--- config.mk ---
export PLATFORM = sky130hd
export DESIGN_NAME = apb_slave_regfile
export DESIGN_NICKNAME = d
export VERILOG_FILES = /design/src/rtl/apb_slave_regfile.sv
export SDC_FILE = /design/constraint.sdc
export NUM_CORES = 1
export LEC_CHECK = 0
export BUFFER_PORTS_ARGS = -buffer_cell sky130_fd_sc_hd__clkbuf_2
export CORE_UTILIZATION = 63
export CTS_CLUSTER_DIAMETER = 30
export DETAILED_ROUTE_END_ITERATION = 6
export GPL_TIMING_DRIVEN = 0
export PLACE_DENSITY_LB_ADDON = 0.1
export SYNTH_ARGS = -nofsm -noshare
export SYNTH_HDL_FRONTEND = slang
export SYNTH_SLANG_ARGS = --single-unit
--- constraint.sdc ---
create_clock -name PCLK -period 7.4 [get_ports PCLK]
set_input_delay 1.85 -clock PCLK [delete_from_list [all_inputs] [get_ports PCLK]]
set_output_delay 1.85 -clock PCLK [all_outputs]
set_load 0.01 [all_outputs]
--- src/rtl/apb_slave_regfile.sv ---
// APB4 completer with a small word-addressed register file.
// Register 0 is a constant ID word; registers 1..NUM_REGS-1 are read/write
// with byte-lane strobes. Each access phase is stretched by WAIT_CYCLES
// wait states before PREADY is returned for exactly one cycle.
module apb_slave_regfile #(
  parameter int                    ADDR_WIDTH  = 32,
  parameter int                    DATA_WIDTH  = 32,
  parameter int                    STRB_WIDTH  = DATA_WIDTH / 8,
  parameter int                    NUM_REGS    = 16,
  parameter int                    WAIT_CYCLES = 1,
  parameter logic [DATA_WIDTH-1:0] ID_VALUE    = 32'hA0B4_0001
) (
  input  logic                  PCLK,
  input  logic                  PRESETn,
  input  logic                  PSEL,
  input  logic                  PENABLE,
  input  logic                  PWRITE,
  input  logic [ADDR_WIDTH-1:0] PADDR,
  input  logic [DATA_WIDTH-1:0] PWDATA,
  input  logic [STRB_WIDTH-1:0] PSTRB,
  input  logic [2:0]            PPROT,
  output logic                  PREADY,
  output logic [DATA_WIDTH-1:0] PRDATA,
  output logic                  PSLVERR
);

  localparam int         IDX_W    = ADDR_WIDTH - 2;
  localparam int         SEL_W    = (NUM_REGS > 1) ? $clog2(NUM_REGS) : 1;
  localparam logic [3:0] CNT_LOAD = (WAIT_CYCLES > 0) ? 4'(WAIT_CYCLES - 1) : 4'd0;

  typedef enum logic [1:0] {
    S_IDLE,
    S_WAIT,
    S_READY
  } state_e;

  state_e state_q, state_d;
  logic [3:0] cnt_q, cnt_d;

  // Register storage; index 0 is the ID constant and has no flops.
  logic [DATA_WIDTH-1:0] regs_q [1:NUM_REGS-1];
  logic [DATA_WIDTH-1:0] rd_words [0:NUM_REGS-1];
  logic [DATA_WIDTH-1:0] wmask;

  logic [IDX_W-1:0] idx;
  logic [SEL_W-1:0] sel;
  logic             in_range;
  logic             err;
  logic             commit;

  // Protection bits and byte offset carry no meaning for this block.
  logic unused_bits;
  assign unused_bits = ^{PPROT, PADDR[1:0]};

  // Full-width compare so upper address bits can never alias onto low words.
  assign idx      = PADDR[ADDR_WIDTH-1:2];
  assign sel      = idx[SEL_W-1:0];
  assign in_range = (idx < IDX_W'(NUM_REGS));
  assign err      = !in_range || (PWRITE && (idx == '0));
  assign commit   = (state_q == S_READY) && PWRITE && !err;

  // Expand the byte strobes into a bit mask, one lane at a time.
  for (genvar gi = 0; gi < STRB_WIDTH; gi++) begin : g_lane
    assign wmask[8*gi +: 8] = {8{PSTRB[gi]}};
  end

  // Flatten ID + storage into one readable array for the output mux.
  for (genvar gi = 0; gi < NUM_REGS; gi++) begin : g_rd
    if (gi == 0) begin : g_id
      assign rd_words[gi] = ID_VALUE;
    end else begin : g_reg
      assign rd_words[gi] = regs_q[gi];
    end
  end

  // State register and wait counter.
  always_ff @(posedge PCLK) begin
    if (!PRESETn) begin
      state_q <= S_IDLE;
      cnt_q   <= 4'd0;
    end else begin
      state_q <= state_d;
      cnt_q   <= cnt_d;
    end
  end

  // Next-state logic: setup in IDLE, count down in WAIT, one-cycle READY.
  always_comb begin
    state_d = state_q;
    cnt_d   = cnt_q;
    case (state_q)
      S_IDLE: begin
        // PENABLE high while idle is a protocol violation and is ignored.
        if (PSEL && !PENABLE) begin
          if (WAIT_CYCLES == 0) begin
            state_d = S_READY;
          end else begin
            state_d = S_WAIT;
            cnt_d   = CNT_LOAD;
          end
        end
      end
      S_WAIT: begin
        if (!PSEL) begin
          state_d = S_IDLE;
        end else if (cnt_q == 4'd0) begin
          state_d = S_READY;
        end else begin
          cnt_d = cnt_q - 4'd1;
        end
      end
      S_READY: begin
        state_d = S_IDLE;
      end
      default: begin
        state_d = S_IDLE;
        cnt_d   = 4'd0;
      end
    endcase
  end

  // Byte-strobed write commit on the edge that closes READY.
  always_ff @(posedge PCLK) begin
    if (!PRESETn) begin
      for (int r = 1; r < NUM_REGS; r++) begin
        regs_q[r] <= '0;
      end
    end else if (commit) begin
      for (int r = 1; r < NUM_REGS; r++) begin
        if (sel == SEL_W'(r)) begin
          regs_q[r] <= (regs_q[r] & ~wmask) | (PWDATA & wmask);
        end
      end
    end
  end

  // Response outputs are decoded from state and the live address.
  always_comb begin
    PREADY  = (state_q == S_READY);
    PSLVERR = (state_q == S_READY) && err;
    PRDATA  = '0;
    if ((state_q == S_READY) && !PWRITE && !err) begin
      PRDATA = rd_words[sel];
    end
  end

endmodule

==> flow_metrics.env, run 1 <==
export IMPL_synthCells=2183
export IMPL_worstPathArrival_ps=4950
export IMPL_yosysMostFrequentCell="edfxtp_1"
export IMPL_slew_headroom_pct=4.39
export IMPL_p_clk_share_pct=56.3
export IMPL_critPathRequiredTime_ps=5550
export IMPL_pin_count=110
export IMPL_cp_cell_sequence="clkbuf_2 -> buf_2 -> buf_2 -> clkbuf_1 -> mux4_2 -> a22oi_1 -> a21oi_1 -> clkbuf_2"
export IMPL_violations="DRC"
export IMPL_synthTopCellsByCount="edfxtp_1, a21oi_1, nor4_2, clkbuf_1, mux4_2"
export IMPL_hold_viol=0
export IMPL_synth_area_mm2=0.0286
export IMPL_clock_root_buffer="clkbuf_16"
export IMPL_fin_setup_tns_ps=0
export IMPL_post_cts_buffers=0
export IMPL_p_int_w=0.00677
export IMPL_max_cap_violations=0
export IMPL_yosysSeqAreaShare_pct=50.9
export IMPL_synth_top_area_share_pct=50.4
export IMPL_cts_tree="built"
export IMPL_nNetsFinal=2490
export IMPL_crit_slowest_cell="clkbuf_1"
export IMPL_cp_end_kind="primary output"
export IMPL_drtIter0Drc=3617
export IMPL_die_y_um=215
export IMPL_gp_congestion=0.976
export IMPL_rsz0062_at_grt="no"
export IMPL_routed_via_density=7.53
export IMPL_p_per_area_mw_per_mm2=262
export IMPL_power_frac_comb_pct=8.2
export IMPL_clock_latency_ps=650
export IMPL_synthArstFlopShare_pct=0
export IMPL_clock_sinks=486
export IMPL_wire_per_inst_um=31.4
export IMPL_drive_above_1_share_pct=38.5
export IMPL_area_delta_synth_final_pct=19.6
export IMPL_cts_made_buffers=110
export IMPL_vias=23300
export IMPL_io_buffers=102
export IMPL_setup_worst_path_class="in2out"
export IMPL_syn_num_nets=2261
export IMPL_yosysTopAreaCell="edfxtp_1"
export IMPL_synth_top_flop_cell="edfxtp_1"
export IMPL_drt_wl_total_um=97100
export IMPL_synth_seq_cells=486
export IMPL_worstMarginPinSlew_ps=1430
export IMPL_postLayoutCoreUtil_pct=76.8
export IMPL_hold_buffers=0
export IMPL_synth_cell_types=47
export IMPL_track_usage_pct=42.1
export IMPL_grt_antenna_before_repair=2
export IMPL_core_area_mm2=0.0445
export IMPL_skew_ps=19.6
export IMPL_power_leakage_nw=10.2
export IMPL_postSynthAreaPerCell_um2=13.1
export IMPL_diodes=0
export IMPL_cts_resized=0
export IMPL_startpoint_type="input port"
export IMPL_drcViolationCount=54
export IMPL_synth_edff_count=480
export IMPL_setup_violations_final=0
export IMPL_ir_drop_uv=259
export IMPL_worst_path_max_fanout=10
export IMPL_period_needed_ps=6800
export IMPL_cts_buffer_depth=3
export IMPL_worst_hold_slack_ps=461
export IMPL_status="finished, violations left"
export IMPL_fp_dieW_um=215
export IMPL_fmax_mhz=147
export IMPL_p_switching_w=0.00219
export IMPL_ys_top_cells_by_area="edfxtp_1, nor4_2, a21oi_1"
export IMPL_h_tree_depth=3
export IMPL_grt_max_degree=33
export IMPL_start_util_pct=64.2
export IMPL_finalMaxSlewViolations=0
export IMPL_ys_warn_count=0
export IMPL_rows=77
export IMPL_report_power_total_w=0.00897
export IMPL_gr_total_overflow=0
export IMPL_hp_class="reg2reg"
export IMPL_first_pass_iters=7
export IMPL_ant_nets=0
export IMPL_grt_pass1_vias=22700
export IMPL_swShare_pct=24.5
export IMPL_slowest_delay_ps=770
export IMPL_clkTransAtPathRegs_ps=50
export IMPL_dieArea_mm2=0.0462
export IMPL_post_route_period_util_pct=91.8
export IMPL_hpwl_um=70000
export IMPL_seqPwrFrac_pct=35.5
export IMPL_grt_pass1_wl_um=145000
[final timing paths]
kind | from | to | slack (ps) | cells past startpoint
setup / recovery | PADDR[3] | PRDATA[18] | 600 | 8
hold / removal | state_q[0] | state_q[1] | 460 | 2
setup reg to reg | state_q[1] | regs_q[0][159] | 3950 | 6
hold reg to reg | state_q[0] | state_q[1] | 460 | 2
[cells in the final DEF, fill, tap and decap left out, types with 18 or more instances in the layout]
cell type and n:
clkbuf_16 115, a221oi_1 25, buf_6 52, clkbuf_2 102, nor2_1 33, buf_2 37
and2_1 33, o21ai_0 22, mux4_2 95, nor3_1 22, clkbuf_1 230, mux2_2 25
bufinv_16 18, o22ai_1 24, a21oi_1 470, nor2b_1 25, edfxtp_1 480, nor4_1 48
nor4_2 442
[stage by stage]
stage	instances	instance area (µm²)	setup WS (ps)
finish	3093	34200	605
detailed placement	2891	30400	887
global route	3093	34200	725
global placement	2877	29800	-787
CTS	3092	34200	854
floorplan	2183	28600	1690
[per-layer routing]
layer  up-vias  track usage, %  share of wire (%)
li1       9380               -                  -
met1     11500            54.1                 35
met2      2023            64.9                 46
met3       398            13.2                 14
met4         2            20.6                5.5
met5         -               0              0.013
[worst max-delay path, delay by kind of cell]
family,cells,cell delay (ps)
buf+inv,5,1940
compound gates,2,720
mux,1,420
[final cells by class]
| class | count | area, µm² |
|---|---|---|
| Sequential cell | 486 | 14500 |
| Inverter | 11 | 41.3 |
| Multi-Input combinational cell | 1364 | 12500 |
| Tap cell | 592 | 741 |
| Timing Repair Buffer | 117 | 881 |
| Fill cell | 2725 | 10300 |
| Clock buffer | 132 | 2940 |
| Clock inverter | 69 | 870 |
| Buffer | 322 | 1660 |
[cells by family after synthesis]
group	count (synthesis)	synth area share, %
compound gates	584	10.9
fa+ha+maj	2	0.0875
buf+inv	333	5.97
flops	486	50.9
mux	129	8.79
simple gates	649	23.4
[power by group through the flow]
stage	combinational [W]	sequential (W)	clock [W]
global route	0.000762	0.00319	0.00518
global placement	0.000653	0.00323	0
floorplan	0.000452	0.00321	0
finish	0.000734	0.00318	0.00505
detailed placement	0.000696	0.00322	0
CTS	0.000705	0.00318	0.00503
[registers in the layout, summed over array words and instances (netlist names)]
| name | cells |
|---|---|
| regs_q | 480 |
| cnt_q | 4 |
| state_q | 2 |
Note: power is estimated with default switching activity, not from simulation.
==> run 2: changes to the inputs <==
- CTS_BUF_LIST: not set -> sky130_fd_sc_hd__clkbuf_16
==> flow_metrics.env, run 2 (same netlist as run 1, synthesis figures left out) <==
export IMPL_status="finished clean"
export IMPL_largest_reg_flops=480
export IMPL_fmax_mhz=147
export IMPL_power_frac_comb_pct=8.2
export IMPL_gp_congestion=0.976
export IMPL_setup_worst_path_start="PADDR[3]"
export IMPL_track_usage_pct=42.1
export IMPL_cts_made_buffers=110
export IMPL_p_clk_share_pct=56.2
export IMPL_post_route_period_util_pct=91.7
export IMPL_max_cap_violations=0
export IMPL_layout_setup_ws_ps=613
export IMPL_io_buffers=102
export IMPL_clock_sinks=486
export IMPL_cts_tree="built"
export IMPL_cp_end_kind="primary output"
export IMPL_hp_class="reg2reg"
export IMPL_p_per_area_mw_per_mm2=262
export IMPL_clock_latency_ps=650
export IMPL_vias=23300
export IMPL_h_tree_depth=3
export IMPL_start_util_pct=64.2
export IMPL_setup_violations_final=0
export IMPL_gr_total_overflow=0
export IMPL_clkTransAtPathRegs_ps=50
export IMPL_worst_path_max_fanout=10
export IMPL_top_regs="regs_q x480, cnt_q x4, state_q x2"
export IMPL_final_cell_mix="edfxtp_1, a21oi_1, nor4_2"
export IMPL_pin_count=110
export IMPL_wire_per_inst_um=31.4
export IMPL_worstPathArrival_ps=4940
export IMPL_postLayoutCoreUtil_pct=76.8
export IMPL_ant_nets=0
export IMPL_dieArea_mm2=0.0462
export IMPL_clock_root_buffer="clkbuf_16"
export IMPL_worst_hold_slack_ps=461
export IMPL_hold_viol=0
export IMPL_crit_path_end="PRDATA[18]"
export IMPL_fp_dieW_um=215
export IMPL_crit_slowest_cell="clkbuf_1"
export IMPL_rows=77
export IMPL_drcViolationCount=0
export IMPL_slowest_delay_ps=770
export IMPL_ir_drop_uv=256
export IMPL_finalMaxSlewViolations=0
export IMPL_period_needed_ps=6790
export IMPL_seqPwrFrac_pct=35.5
export IMPL_cts_buffer_depth=3
export IMPL_power_leakage_nw=10.3
export IMPL_swShare_pct=24.6
export IMPL_p_switching_w=0.00220
export IMPL_drive_above_1_share_pct=38.5
export IMPL_routed_via_density=7.54
export IMPL_hold_buffers=0
export IMPL_hpwl_um=70000
export IMPL_post_cts_buffers=0
export IMPL_cts_resized=0
export IMPL_drt_wl_total_um=97100
export IMPL_worst_r2r_cell_count=6
export IMPL_setup_worst_path_class="in2out"
export IMPL_area_delta_synth_final_pct=19.6
export IMPL_cp_cell_sequence="clkbuf_2 -> buf_2 -> buf_2 -> clkbuf_1 -> mux4_2 -> a22oi_1 -> a21oi_1 -> clkbuf_2"
export IMPL_placed_cells=2891
export IMPL_grt_pass1_vias=22700
export IMPL_registers_top_by_ff_count="regs_q"
export IMPL_r2r_start="state_q[1]"
export IMPL_layout_commonest_cell="edfxtp_1"
export IMPL_pre_cts_ws_ps=887
export IMPL_p_int_w=0.00675
export IMPL_placedInstanceArea_mm2=0.0304
export IMPL_ff2ff_setup_slack_ps=3930
export IMPL_startpoint_type="input port"
export IMPL_skew_ps=22.0
export IMPL_diodes=0
export IMPL_worstMarginPinSlew_ps=1460
export IMPL_grt_pass1_wl_um=145000
export IMPL_grt_antenna_before_repair=2
export IMPL_drtIter0Drc=3583
export IMPL_die_y_um=215
export IMPL_first_pass_iters=6
export IMPL_layout_cells_non_filler=3093
export IMPL_core_area_mm2=0.0445
export IMPL_rsz0062_at_grt="no"
export IMPL_reg2reg_to="regs_q[0][159]"
export IMPL_critPathRequiredTime_ps=5550
export IMPL_final_area_mm2=0.0342
export IMPL_grt_max_degree=33
export IMPL_slew_headroom_pct=2.96
export IMPL_nNetsFinal=2490
run 2: how the worst min path moves through the flow:
stage / startpoint / to / slack (ps) / cells past startpoint
CTS: state_q[0] / state_q[1] / 460 / 2
global placement: state_q[0] / state_q[1] / 450 / 2
global route: state_q[0] / state_q[1] / 490 / 2
finish: state_q[0] / state_q[1] / 460 / 2
floorplan: state_q[0] / state_q[1] / 430 / 2
detailed placement: state_q[0] / state_q[1] / 450 / 2
run 2: final cells by class:
cell class,count,area [µm²]
Inverter,11,41.3
Buffer,322,1660
Fill cell,2725,10300
Sequential cell,486,14500
Clock inverter,86,933
Multi-Input combinational cell,1364,12500
Tap cell,592,741
Clock buffer,115,2880
Timing Repair Buffer,117,881
run 2: stage by stage:
| step | power (W) | setup TNS [ps] |
|---|---|---|
| floorplan | 0.00366 | 0 |
| global placement | 0.00389 | -116380 |
| detailed placement | 0.00392 | 0 |
| CTS | 0.00888 | 0 |
| global route | 0.00910 | 0 |
| finish | 0.00895 | 0 |
run 2: metal layers:
layer / share of wire (%) / vias to the layer above / wire length, µm / global-route usage (%)
met5: 0.013 / - / 13 / 0
met4: 5.3 / 2 / 5100 / 20.6
met3: 14 / 376 / 13300 / 13.2
met2: 46 / 2060 / 44600 / 64.9
met1: 35 / 11500 / 34100 / 54.1
li1: - / 9378 / - / -
run 2: critical path, delay by kind of cell:
family,cells,cell delay (ps)
buf+inv,5,1920
compound gates,2,720
mux,1,420
run 2: power by group through the flow:
stage               clock network [W]  registers, W  logic, W
floorplan                           0       0.00321  0.000452
global placement                    0       0.00323  0.000653
detailed placement                  0       0.00322  0.000696
CTS                           0.00500       0.00318  0.000705
global route                  0.00515       0.00319  0.000762
finish                        0.00503       0.00318  0.000735
